[src/rtl/settings_frame_collector.sv]
`default_nettype none
// ============================================================================
// Module   : settings_frame_collector
// Brief    : Gathers a 5-byte settings frame (cmd + int32 LE) from the UART
//            byte stream, launches the settings data handler and tracks it.
// Option   : define SETTINGS_RX_TIMEOUT_EN to build the inter-byte timeout.
// Revision : 1.0 - initial release
// ============================================================================
module settings_frame_collector #(
  parameter int TIMEOUT_CYCLES = 1_000_000,
  parameter int TIMEOUT_W      = $clog2(TIMEOUT_CYCLES + 1)
) (
  input  logic       clk,
  input  logic       rst,
  input  logic       rx_valid,
  input  logic [7:0] rx_data,
  output logic       handler_start,
  input  logic       handler_busy,
  input  logic       handler_done,
  input  logic [2:0] buf_rd_addr,
  output logic [7:0] buf_rd_data,
  output logic       busy,
  output logic       frame_ok,
  output logic       frame_fail,
  output logic       rx_drop,
  output logic       rx_timeout
);

  typedef enum logic [2:0] {
    S_IDLE      = 3'd0,
    S_COLLECT   = 3'd1,
    S_LAUNCH    = 3'd2,
    S_WAIT_ACK  = 3'd3,
    S_WAIT_DONE = 3'd4
  } state_t;

  state_t     state_q;
  logic [2:0] byte_cnt_q;
  logic [7:0] buf_q [0:4];
  logic       done_seen_q;
  logic       handler_start_q;
  logic       frame_ok_q;
  logic       frame_fail_q;
  logic       rx_drop_q;

`ifdef SETTINGS_RX_TIMEOUT_EN
  localparam logic [TIMEOUT_W-1:0] c_TMO_LAST = TIMEOUT_W'(TIMEOUT_CYCLES - 1);
  logic [TIMEOUT_W-1:0] tmo_cnt_q;
  logic                 rx_timeout_q;
`endif

  always_ff @(posedge clk) begin
    if (rst) begin
      state_q         <= S_IDLE;
      byte_cnt_q      <= 3'd0;
      done_seen_q     <= 1'b0;
      handler_start_q <= 1'b0;
      frame_ok_q      <= 1'b0;
      frame_fail_q    <= 1'b0;
      rx_drop_q       <= 1'b0;
      for (int i = 0; i < 5; i++) buf_q[i] <= 8'h00;
`ifdef SETTINGS_RX_TIMEOUT_EN
      tmo_cnt_q       <= '0;
      rx_timeout_q    <= 1'b0;
`endif
    end else begin
      handler_start_q <= 1'b0;
      frame_ok_q      <= 1'b0;
      frame_fail_q    <= 1'b0;
      // A frame is in flight: further bytes are discarded, not buffered
      rx_drop_q       <= rx_valid && (state_q inside {S_LAUNCH, S_WAIT_ACK, S_WAIT_DONE});
`ifdef SETTINGS_RX_TIMEOUT_EN
      rx_timeout_q    <= 1'b0;
`endif
      case (state_q)
        S_IDLE: begin
          if (rx_valid) begin
            buf_q[0]   <= rx_data;
            byte_cnt_q <= 3'd1;
            state_q    <= S_COLLECT;
`ifdef SETTINGS_RX_TIMEOUT_EN
            tmo_cnt_q  <= '0;
`endif
          end
        end
        S_COLLECT: begin
          if (rx_valid) begin
            buf_q[byte_cnt_q] <= rx_data;
`ifdef SETTINGS_RX_TIMEOUT_EN
            tmo_cnt_q <= '0;
`endif
            if (byte_cnt_q == 3'd4) begin
              byte_cnt_q      <= 3'd0;
              done_seen_q     <= 1'b0;
              handler_start_q <= 1'b1;
              state_q         <= S_LAUNCH;
            end else begin
              byte_cnt_q <= byte_cnt_q + 3'd1;
            end
          end
`ifdef SETTINGS_RX_TIMEOUT_EN
          else if (tmo_cnt_q == c_TMO_LAST) begin
            rx_timeout_q <= 1'b1;
            byte_cnt_q   <= 3'd0;
            tmo_cnt_q    <= '0;
            state_q      <= S_IDLE;
          end else begin
            tmo_cnt_q <= tmo_cnt_q + TIMEOUT_W'(1);
          end
`endif
        end
        S_LAUNCH: state_q <= S_WAIT_ACK;
        S_WAIT_ACK: begin
          // Busy still low here means the handler ignored the start
          if (handler_busy) begin
            state_q <= S_WAIT_DONE;
          end else begin
            frame_fail_q <= 1'b1;
            state_q      <= S_IDLE;
          end
        end
        S_WAIT_DONE: begin
          if (!handler_busy) begin
            frame_ok_q   <= done_seen_q | handler_done;
            frame_fail_q <= ~(done_seen_q | handler_done);
            state_q      <= S_IDLE;
          end else if (handler_done) begin
            done_seen_q <= 1'b1;
          end
        end
        default: state_q <= S_IDLE;
      endcase
    end
  end

  always_comb begin
    buf_rd_data = 8'h00;
    if (buf_rd_addr <= 3'd4) buf_rd_data = buf_q[buf_rd_addr];
  end

  assign busy          = (state_q != S_IDLE);
  assign handler_start = handler_start_q;
  assign frame_ok      = frame_ok_q;
  assign frame_fail    = frame_fail_q;
  assign rx_drop       = rx_drop_q;
`ifdef SETTINGS_RX_TIMEOUT_EN
  assign rx_timeout    = rx_timeout_q;
`else
  assign rx_timeout    = 1'b0;
`endif

endmodule
`default_nettype wire

[config.mk]
export PLATFORM = sky130hd
export DESIGN_NAME = settings_frame_collector
export DESIGN_NICKNAME = d
export VERILOG_FILES = /design/src/rtl/settings_frame_collector.sv
export SDC_FILE = /design/constraint.sdc
export NUM_CORES = 1
export LEC_CHECK = 0
export CELL_PAD_IN_SITES_DETAIL_PLACEMENT = 2
export CELL_PAD_IN_SITES_GLOBAL_PLACEMENT = 2
export CORE_ASPECT_RATIO = 2
export CORE_MARGIN = 3
export CORE_UTILIZATION = 35
export CTS_BUF_LIST = sky130_fd_sc_hd__clkbuf_8
export DETAILED_ROUTE_END_ITERATION = 16
export PLACE_DENSITY_LB_ADDON = 0.3
export SYNTH_ARGS = -nofsm -noshare
export SYNTH_HDL_FRONTEND = slang
export SYNTH_SLANG_ARGS = --single-unit
[constraint.sdc]
create_clock -name clk -period 2.7 [get_ports clk]
set_input_delay 0.54 -clock clk [delete_from_list [all_inputs] [get_ports clk]]
set_output_delay 0.54 -clock clk [all_outputs]
set_load 0.1 [all_outputs]
; Word-level counts from Yosys, hierarchy flattened
; Memories as Yosys holds them, arrays and structs flattened.
; Index checks and enable logic that the tools add are counted.
[totals]
wordCells = 71
mem_bits_rw = 40
in_bits = 16
memories = 1
output_inout_bits = 14
ff_bits = 11
[mem_list]
columns = name, depth, width, read_ports, rd_clocked_by_memory_dff, write_ports, line_no
row1 = buf_q, 5, 8, 1, 0, 5, 39  ; logic [7:0] buf_q [0:4];
[classes]
n_reduce_logical = 12
magnitude_cmp = 1
n_eq_ne = 11
muxes = 32
add_sub_neg = 1
bitwise_logic = 6
[op_table]
columns = cell, n
row1 = two-way mux 3 bit, 8
row2 = two-way mux 8 bit, 3
row3 = two-way mux 1 bit, 17
row4 = case mux 3 bit (5 select lines), 1
row5 = "inequality test 2 bit, second input constant", 6
row6 = OR reduction 8 bit, 1
row7 = "== test 3 x 2 -> 1 bit, second input constant", 2
row8 = "== test 3 bit, second input constant", 2
row9 = case mux 3 bit (2 select lines), 1
row10 = nonzero test 3 bit, 2
row11 = OR reduction 3 bit, 2
row12 = AND reduction 5 bit, 1
row13 = NOT 1 bit, 4
row14 = case mux 1 bit (2 select lines), 2
row15 = AND reduction 4 bit, 1
row16 = nonzero test 2 bit, 2
row17 = "adder 3 x 1 -> 3 bit, second input constant", 1
row18 = "== test 3 x 1 -> 1 bit, second input constant", 1
row19 = "less-or-equal comparator 3 bit, second input constant", 1
row20 = logical NOT 3 bit, 1
row21 = AND reduction 3 bit, 1
row22 = bitwise OR 1 bit, 2
row23 = logical AND 1 bit, 1

; Depth between registers and ports, before layout
; Gate-level depths: netlist of run 1.
[logic_depth]
word_depth = 6
mapped_depth = 5
mapped_depth_nobuf = 5

; Worst setup path after synthesis of run 1
; OpenSTA, ideal clock, no wires.
[synth_path]
path_type = input to output
from = in buf_rd_addr[2]
to = out buf_rd_data[6]
cell_stages = 4
path_slack_ps = -398
required_time_ps = 2160
arrival_ps = 2558
n_path_buf = 2
cell_sequence = clkbuf_1 -> nand2b_1 -> clkbuf_1 -> o211ai_1
[synth_via]
elab_chain_cells = 2
word_cells_on_any_way = 3
classes_between = 1 x order compare / 1 x mux / 1 x memory
[synth_lines]
columns = element, line_no
row1 = from (decl), 20  ; input logic [2:0] buf_rd_addr,
row2 = less-or-equal comparator 3 bit / memory read (5 x 8 bit) (equally long branches), --
row3 = two-way mux 8 bit (*), 138  ; if (buf_rd_addr <= 3'd4) buf_rd_data = buf_q[buf_rd_addr];
row4 = to (decl), 21  ; output logic [7:0] buf_rd_data,
; Mark *: on every way between the ends. The rest lies on a longest branch, timed or not.

; Worst setup path after layout of run 1
[layout_path]
from = in buf_rd_addr[2]
to = out buf_rd_data[5]
; Same word-level chain as after synthesis.

==> results of run 1 <==
-- final cells by class --
type	instances	area, um2
multi-input combinational	132	947
fill	681	3590
clock inverter	3	38.8
inverter	4	15.0
tap	88	110
clock buffer	5	68.8
timing repair buffer	42	480
sequential	51	1420
-- sequential cells by signal (all words and copies together), names as in the netlist --
signal	flops
rx_drop	1
handler_start	1
frame_fail	1
byte_cnt_q	3
frame_ok	1
buf_q	40
state_q	3
done_seen_q	1
-- power groups by stage --
stage | Sequential [mW] | Combinational [mW] | Clock (mW)
after global routing | 0.893 | 0.299 | 0.568
after floorplan | 0.900 | 0.173 | 0
final | 0.889 | 0.283 | 0.528
after detailed placement | 0.908 | 0.287 | 0
after CTS | 0.890 | 0.287 | 0.551
after global placement | 0.907 | 0.280 | 0
-- timing repair --
action	CTS	global route
endpoints found under the hold margin	0	0
setup endpoints to repair	0	1
resized for setup	0	1
-- layer usage --
metal / vias to the layer above / part of all wire (%) / track usage, %
met4: 0 / 4.5 / 11.3
li1: 778 / - / -
met2: 37 / 60 / 34.1
met3: 13 / 2.6 / 2.89
met5: - / 0 / 0
met1: 810 / 32 / 15.1
-- path summary, 6_finish.rpt --
kind	from	endpoint	slack (ns)	depth (start not counted)
worst min register to register	done_seen_q	done_seen_q	0.56	2
worst max register to register	state_q[2]	buf_q[2][7]	0.72	3
worst min-delay path	done_seen_q	done_seen_q	0.56	2
worst max-delay path	buf_rd_addr[2]	buf_rd_data[5]	0.02	5
-- synthesized netlist by cell type (2+ instances only) --
| cell type | n |
|---|---|
| a21oi_1 | 2 |
| a211oi_1 | 2 |
| inv_1 | 4 |
| clkbuf_1 | 5 |
| o21ai_0 | 2 |
| nand2b_1 | 5 |
| or2_2 | 4 |
| nor3_4 | 2 |
| edfxtp_1 | 40 |
| a31oi_1 | 3 |
| mux2i_1 | 8 |
| or3_1 | 2 |
| nand2_1 | 11 |
| mux2_2 | 8 |
| buf_6 | 2 |
| a221o_1 | 7 |
| nor3b_1 | 3 |
| ha_1 | 2 |
| nor2b_1 | 3 |
| dfxtp_1 | 11 |
| and2_1 | 40 |
| nor2_1 | 12 |
| nand3_1 | 2 |
| nor3_1 | 2 |
-- metrics by stage --
step | setup WS (ns) | hold slack [ns] | area (um2) | std cells
final | 0.0238 | 0.557 | 3080 | 325
after detailed placement | 0.0200 | 0.554 | 2970 | 317
after global placement | 0.0433 | 0.548 | 2970 | 317
after global routing | 0.00619 | 0.626 | 3080 | 325
after CTS | 0.0144 | 0.573 | 3080 | 325
after floorplan | -0.271 | 0.504 | 2470 | 196
-- worst register-to-register path, stage by stage (launching register included) --
cell and delay, ns:
dfxtp_1 0.39, or4b_4 0.65, nor4_4 0.25, or2_1 0.37
-- cells by family (layout without fill, tap and decap cells) --
| group | after synthesis | after routing | synth area share [%] |
|---|---|---|---|
| simple gates | 92 | 92 | 23.3 |
| flops | 51 | 51 | 58.7 |
| compound gates | 21 | 21 | 6.98 |
| mux | 16 | 16 | 7.03 |
| buf+inv | 13 | 54 | 2.84 |
| fa+ha+maj | 2 | 2 | 1.03 |
| other cells | 1 | 1 | 0.155 |
==> impl_results.md, run 1 <==
* Outcome: complete, no violations
* Post-CTS setup-driven buffer insertion count at 0
* Peak supply drop at 0.398 mV
* Hold violation count in the final report at 0
* Final core occ at 46.2%
* Final nets at 254
* Achievable Freq at 374 MHz
* Share of synthesized area occupied by flip-flops and latches at 58.7%
* Iteration-0 DRC count of the detailed router at 27
* Max Cap Viol at 0
* Cell family contributing the most delay on the critical path: buffers and inverters
* DRC violation count after routing at 0
* Fraction of final layout cells sized beyond drive strength 1 at 24.9%
* Class of the most critical setup path: in -> out
* Worst Clk Skew at 0.00575 ns
* Rows at 42
* Power Density at 552 nW/um2
* Fraction of power consumed by sequential logic at 52.3%
* Count of port buffers added during placement at 28
* Crit share post-route at 99.1%
* Detailed Place HPWL at 5050 um
* Maximum fanout along the worst path at 10
* DR vias at 1,638
* Vias in the first global route at 1,815
* Number of enable-type register cells in the synthesized netlist at 40
* Synth top area cells: edfxtp_1, and2_1, dfxtp_1
* Global routing usage summed across all routing layers at 17.2%
* Synthesized instance count at 196
* Detailed Route WL at 6310 um
* Total Power at 1.70 mW
* Fraction of synthesis flops using an asynchronous set or reset pin at 0%
* Post-synthesis net count at 214
* Via count normalized by instance count at 5.04
* RSZ-0062 raised after global routing: false
* Final weighted congestion in routability-driven placement at 0.790
* Area growth from synthesis to layout at 27.3%
* Number of levels the H-tree was split into at 2
* Post-Synthesis Mean Instance Area at 12.4 um2
* Die area at 8010 um2
* Number of unique standard cell types used by synthesis at 38
* Crit path max-delay cell type: clkdlybuf4s50_1
* Combinational fraction of design power at 16.6%
* Pint at 1.26 mW
* Mapped Area at 2420 um2
* Largest stage delay on the critical path at 0.51 ns
* Starting density of the core at 36.3%
* Clock Tree Root: clkbuf_8
* Total of flip-flops plus latches after synthesis at 51
* Sw Pwr at 0.445 mW
* Data arrival time of the worst path at 2.14 ns
* First-pass GRT wire length at 9760 um
* Top FF cell, synth: edfxtp_1
* Inserted Diodes at 0
* Die width at 64.8 um
* GRT Residual Overflow at 0
* Final critical-path required period at 2.68 ns
* Worst hold-check path type: reg -> reg
* Commonest cells after routing, fill and taps aside: and2_1, edfxtp_1, buf_4
* Number of clock sinks at 51
* Most common cell type on the critical path: buf_12
* Fraction of synthesized cell area taken by the top area cell type at 49.6%
* Relative contribution of the clock network to total power at 31.1%
* Synth warnings at 0
* Finish-stage setup viols at 0
* Clk buf depth at 2
* Critical path launch point type: input pin
* Switching power share of the total at 26.2%
* CP Capture Type: primary output
* Largest net degree at the start of global routing at 16
* Hold-fix buffers, CTS at 0
* Static Leak at 1.23 nW
* Count of buffer and inverter cells on the critical path at 3
* Die Height at 124 um
* Clock slew at reported path FFs at 0.09 ns
* Number of iterations in the first detailed-routing pass at 4
* Worst-path cell chain: clkdlybuf4s50_1, buf_12, mux2_2, a221o_2, buf_12
* Clock insertion delay at the later pin of the skew report at 0.31 ns
* Antenna viol nets, final at 0
* Pins Over Slew Limit at 0
* Core Box Area at 6670 um2
* Yosys top cell by area: edfxtp_1
* Sum of negative setup slack at 0 ns
* I/O pins at 30
* Num CTS Buffers at 5
* TritonCTS clock tree: yes
* Drt wl/cell at 19.4 um
* Initial antenna violation count at 0
* Required time worst endpoint at 2.16 ns
(Power assumes the default switching activity.)
==> run 2, diff against run 1 <==
Settings changed: CAP_MARGIN from default to 0, CTS_CLUSTER_SIZE from default to 12.
==> results of run 2 <==
Same layout as run 1: the final DEF is identical, and so are final timing and power.
==> run 3, diff against run 2 <==
Settings changed: SLEW_MARGIN from default to 25.
==> results of run 3 <==
Same layout as run 1: the final DEF is identical, and so are final timing and power.
